**config.mk**
```make
export PLATFORM = sky130hd
export DESIGN_NAME = req_responder
export DESIGN_NICKNAME = d
export VERILOG_FILES = /design/src/rtl/req_responder_pkg.sv /design/src/rtl/req_responder_byte_fifo.sv /design/src/rtl/req_responder.sv
export SDC_FILE = /design/constraint.sdc
export NUM_CORES = 1
export LEC_CHECK = 0
export ABC_AREA = 1
export CAP_MARGIN = 0
export CORE_AREA = 5 5 205 187
export CTS_BUF_LIST = sky130_fd_sc_hd__clkbuf_8
export CTS_CLUSTER_SIZE = 12
export DETAILED_ROUTE_END_ITERATION = 8
export DIE_AREA = 0 0 210 192
export PLACE_DENSITY = 0.49
export SETUP_SLACK_MARGIN = 0.4
export SKIP_CTS_REPAIR_TIMING = 1
export SLEW_MARGIN = 30
export SYNTH_ARGS = -nofsm -noshare
export SYNTH_HDL_FRONTEND = slang
export SYNTH_SLANG_ARGS = --single-unit
```
**constraint.sdc**
```tcl
create_clock -name clk -period 6 [get_ports clk]
set_input_delay 1.5 -clock clk [delete_from_list [all_inputs] [get_ports clk]]
set_output_delay 1.5 -clock clk [all_outputs]
set_load 0.02 [all_outputs]
```
**src/rtl/req_responder_pkg.sv**
```systemverilog
// req_responder_pkg: channel codes and FSM states shared with the memory controller
package req_responder_pkg;
  typedef enum logic [1:0] {
    CH_NONE = 2'b00,
    CH_WGHT = 2'b01,
    CH_MTRX = 2'b10,
    CH_INST = 2'b11
  } chan_e;
  typedef enum logic [1:0] {
    IDLE  = 2'b00,
    FETCH = 2'b01,
    RESP  = 2'b10
  } state_e;
endpackage

```
**src/rtl/req_responder_byte_fifo.sv**
```systemverilog
// byte_fifo: DEPTH-entry staging FIFO with occupancy count
module byte_fifo #(
  parameter int DEPTH  = 8,
  parameter int DATA_W = 8
) (
  input  logic                       clk,
  input  logic                       rst_n,
  input  logic                       push,
  input  logic                       pop,
  input  logic [DATA_W-1:0]          din,
  output logic [DATA_W-1:0]          dout,
  output logic                       full,
  output logic                       empty,
  output logic [$clog2(DEPTH):0]     count
);
  localparam int AW = $clog2(DEPTH);
  logic [DATA_W-1:0] mem [DEPTH];
  logic [AW-1:0] wr_ptr, rd_ptr;
  logic wr, rd;
  assign full  = count == (AW+1)'(DEPTH);
  assign empty = count == '0;
  assign wr    = push && !full;
  assign rd    = pop && !empty;
  assign dout  = mem[rd_ptr];
  // pointers wrap naturally since DEPTH is a power of two
  always_ff @(posedge clk or negedge rst_n)
    if (!rst_n) begin
      wr_ptr <= '0;
      rd_ptr <= '0;
      count  <= '0;
    end else begin
      wr_ptr <= wr ? wr_ptr + 1'b1 : wr_ptr;
      rd_ptr <= rd ? rd_ptr + 1'b1 : rd_ptr;
      count  <= count + (AW+1)'(wr) - (AW+1)'(rd);
    end
  always_ff @(posedge clk)
    if (wr) mem[wr_ptr] <= din;
endmodule

```
**src/rtl/req_responder.sv**
```systemverilog
// req_responder: stages host bytes in three channel FIFOs and returns them on request
module req_responder
  import req_responder_pkg::*;
#(
  parameter int DEPTH  = 8,
  parameter int DATA_W = 8
) (
  input  logic                             clk,
  input  logic                             rst_n,
  input  logic                             load_valid,
  input  logic [1:0]                       load_sel,
  input  logic [DATA_W-1:0]                load_data,
  output logic                             load_ready,
  input  logic [1:0]                       req_type,
  input  logic                             req_valid,
  output logic                             rpi_ready,
  output logic [DATA_W-1:0]                rpi_data,
  output logic                             err,
  output logic [3*($clog2(DEPTH)+1)-1:0]   level
);
  localparam int CW = $clog2(DEPTH) + 1;
  logic [3:0] full, empty;
  logic [3:1] push, pop;
  logic [DATA_W-1:0] dout [4];
  logic [CW-1:0] cnt [1:3];
  state_e state;
  chan_e cap;
  // index 0 is the reserved code: never ready, never poppable
  assign full[0]    = 1'b1;
  assign empty[0]   = 1'b1;
  assign dout[0]    = '0;
  assign load_ready = load_sel != CH_NONE && !full[load_sel];
  for (genvar c = 1; c < 4; c++) begin : g_ch
    assign push[c] = load_valid && load_ready && load_sel == 2'(c);
    assign pop[c]  = state == FETCH && cap == chan_e'(c) && !empty[c];
    byte_fifo #(.DEPTH(DEPTH), .DATA_W(DATA_W)) u_fifo (
      .clk   (clk),
      .rst_n (rst_n),
      .push  (push[c]),
      .pop   (pop[c]),
      .din   (load_data),
      .dout  (dout[c]),
      .full  (full[c]),
      .empty (empty[c]),
      .count (cnt[c])
    );
  end
  assign level = {cnt[3], cnt[2], cnt[1]};
  always_ff @(posedge clk or negedge rst_n)
    if (!rst_n) begin
      state     <= IDLE;
      cap       <= CH_NONE;
      rpi_ready <= 1'b0;
      rpi_data  <= '0;
      err       <= 1'b0;
    end else begin
      rpi_ready <= 1'b0;
      err       <= 1'b0;
      case (state)
        IDLE:
          if (req_valid) begin
            if (req_type == CH_NONE) err <= 1'b1;
            else begin
              cap   <= chan_e'(req_type);
              state <= FETCH;
            end
          end
        FETCH:
          if (!empty[cap]) begin
            rpi_data  <= dout[cap];
            rpi_ready <= 1'b1;
            state     <= RESP;
          end else if (!req_valid) state <= IDLE;
        RESP:    state <= IDLE;
        default: state <= IDLE;
      endcase
    end
endmodule

```
==> reports/metrics.yaml <==
setup_path:
  rrSetupSlack_ns: 3.33
  critPathSlowestCell: "clkdlybuf4s50_1"
  critical_path_class: "input pin to output pin"
  slowest_delay_ns: 0.67
  worstRegToRegCells: 7
  critPathCaptureType: "output pin"
  rr_endpoint: "g_ch[3].u_fifo.mem[6][5]"
  crit_buf_inv: 2
  worst-path-max-fanout: 6
  path_cells: "clkdlybuf4s50_1 > nand3_1 > a21oi_1 > clkdlybuf4s50_1"
  start_kind: "input pin"
  crit_arrival_ns: 3.19
  r2r_start: "g_ch[2].u_fifo.count[2]"
  required_ns: 4.50
  critPathMostFrequentCell: "clkdlybuf4s50_1"
  crit_family: "buffers and inverters"
synthesis:
  synth_cell_type_count: 27
  netlist.area_leader.share_pct: 54.3
  synth_seq_area_share_pct: 64.6
  yosysTopAreaCell: "edfxtp_1"
  synthArstFlopShare_pct: 18.6
  synth_common_cells: "nand2_1, edfxtp_1, inv_1"
  synth_area_leaders: "edfxtp_1, nand2_1, dfrtp_1"
  syn_area_um2: 10600
  ys_ff_latch: 236
  synth_flop_cell: "edfxtp_1"
  synth.avg_cell_area_um2: 10.1
  syn_inst: 1055
  syn_nets: 1098
  yosysMostFrequentCell: "nand2_1"
  ys_warn_count: 0
  synth_edf_count: 192
min_path:
  hold_class: "flop to flop"
  min_from: "state[0]"
  whs_path_depth: 3
  min_to: "err"
timing:
  setup-tns-final_ns: 0
  setup-violations-final: 0
  slew_headroom_pct: 44.7
  worst_pin_slew_ns: 0.827
  grt_setup_unrepaired: "no"
  period_minus_slack_ns: 4.69
  hold_viol_final: 0
  drv_slew: 0
  fin_crit_sh_pct: 78.1
  max_freq_mhz: 213
  clock_skew_ns: 0.0144
cts:
  clk_path_buf_depth: 3
  cts_inserted_buffers: 42
  clock_latency_ns: 0.54
  cts.sinks: 236
  htreeDepth: 2
  clockRootBuffer: "clkbuf_8"
  tritoncts: "done"
  clkTransAtPathRegs_ns: 0.06
power_and_ir_drop:
  power.density_nw_per_um2: 444
  total_power_mw: 5.46
  p_leak_nw: 5.36
  vdd.ir_drop.worst_mv: 0.217
global_routing:
  first_global_vias: 6995
  grt_max_degree: 45
  antenna_found_initial: 0
  grtUsageTotal_pct: 13.0
  grt_pass1_wl_um: 40600
  grt-ovfl-total: 0
route:
  wirelength_um: 26200
  initialDrtViolationCount: 474
  ant_nets: 0
  num_vias: 7091
  viasPerCell: 4.37
  post_drt_wl_per_cell_um: 16.1
  drtPass1Iterations: 5
  drc_errors: 0
die:
  core.rowCount: 66
  io_pins: 39
  die_h_um: 192
  die_w_um: 210
  core_um2: 35800
  start_util_pct: 29.7
  die-area_um2: 40300
finish:
  layout.nets: 1155
  fillCellCount: 3690
  layout-drive-gt1-share_pct: 8.46
  syn_to_final_growth_pct: 15.8
  num_antenna_cells: 0
place:
  portBuffers: 38
  dp_hpwl_um: 16800
  place_congestion: 0.821
run_status:
  status: "completed"
run:
  cap_violations: 0
## area by class of cell
type	count	area (µm²)	share of cell area [%]
clock buffers	48	661	5.37
clock inverters	30	144	1.17
inverters	180	681	5.53
multi-input cells	605	2920	23.7
flip-flops and latches	236	6870	55.8
well taps	476	596	4.84
repair buffers	47	433	3.52
## power by group
group | total [mW] | internal [mW] | switching [mW]
Combinational | 1.85 | 0.627 | 1.22
Sequential | 2.20 | 1.97 | 0.226
Clock | 1.42 | 0.772 | 0.643
## metal layers
metal	track usage [%]	vias to the layer above	part of all wire, %	wire, µm
met4	3.26	0	1.8	483
met3	2.20	41	4.7	1240
met1	18.8	3390	48	12600
met2	20.6	156	45	11800
met5	0	-	0	0
li1	-	3504	-	-
## layout by cell type, fill, tap and decap left out, types with 2 or more instances in the layout
| cell | n |
|---|---|
| a21oi_1 | 4 |
| buf_2 | 3 |
| buf_4 | 9 |
| clkbuf_8 | 48 |
| clkdlybuf4s50_1 | 35 |
| clkinv_1 | 17 |
| clkinv_2 | 4 |
| dfrtp_1 | 43 |
| edfxtp_1 | 192 |
| fa_1 | 3 |
| ha_1 | 24 |
| inv_1 | 176 |
| inv_2 | 11 |
| nand2_1 | 348 |
| nand3_1 | 142 |
| nand3_2 | 2 |
| nand4_1 | 4 |
| nor2_1 | 37 |
| nor2_2 | 4 |
| nor3_2 | 9 |
| o21ai_0 | 7 |
| or2_2 | 2 |
| xnor2_1 | 3 |
| xor2_1 | 12 |
## registers in the layout, indices dropped and copies added, names as in the netlist
register            cells
cap                     2
g_ch.u_fifo.mem       192
g_ch.u_fifo.rd_ptr      9
err                     1
rpi_data                8
state                   2
rpi_ready               1
g_ch.u_fifo.count      12
g_ch.u_fifo.wr_ptr      9
## worst reg2reg max path, stage by stage, from the launching register on
cell,delay [ns]
dfrtp_1,0.33
inv_1,0.07
ha_1,0.20
nand2_1,0.22
nor3_2,0.08
inv_1,0.06
nand4_1,0.59
nor3_2,0.75
## per-stage QoR
step                worst slack (ns)  area, µm²  cells  utilization (%)  hold slack, ns
detailed placement              1.34      11500   1544             32.0           0.509
global route                    1.20      12300   1622             34.3           0.556
finish                          1.31      12300   1622             34.3           0.513
floorplan                       2.33      10600   1055                -           0.481
CTS                             1.32      12300   1622             34.2           0.516
global placement                1.38      11500   1544             32.0           0.507
## worst max path at each step
stage / start / endpoint / slack (ns) / depth (start not counted)
after floorplan: load_sel[1] / load_ready / 2.33 / 3
after global placement: load_sel[0] / load_ready / 1.38 / 4
after detailed placement: load_sel[0] / load_ready / 1.34 / 4
after CTS: load_sel[0] / load_ready / 1.32 / 4
after global routing: load_sel[1] / load_ready / 1.20 / 5
final: load_sel[0] / load_ready / 1.31 / 4
## cells by family (layout without fill, tap and decap cells)
group	Yosys count	in the layout	share of synthesized area, %
AO/OA/AOI/OAI	11	11	0.518
XOR/XNOR	15	15	1.24
adder cells (fa/ha/maj)	27	27	3.39
buffers and inverters	214	305	8.29
flip-flops	236	236	64.6
AND/OR/NAND/NOR	552	552	22.0
Note: power is estimated with default switching activity, not from simulation.
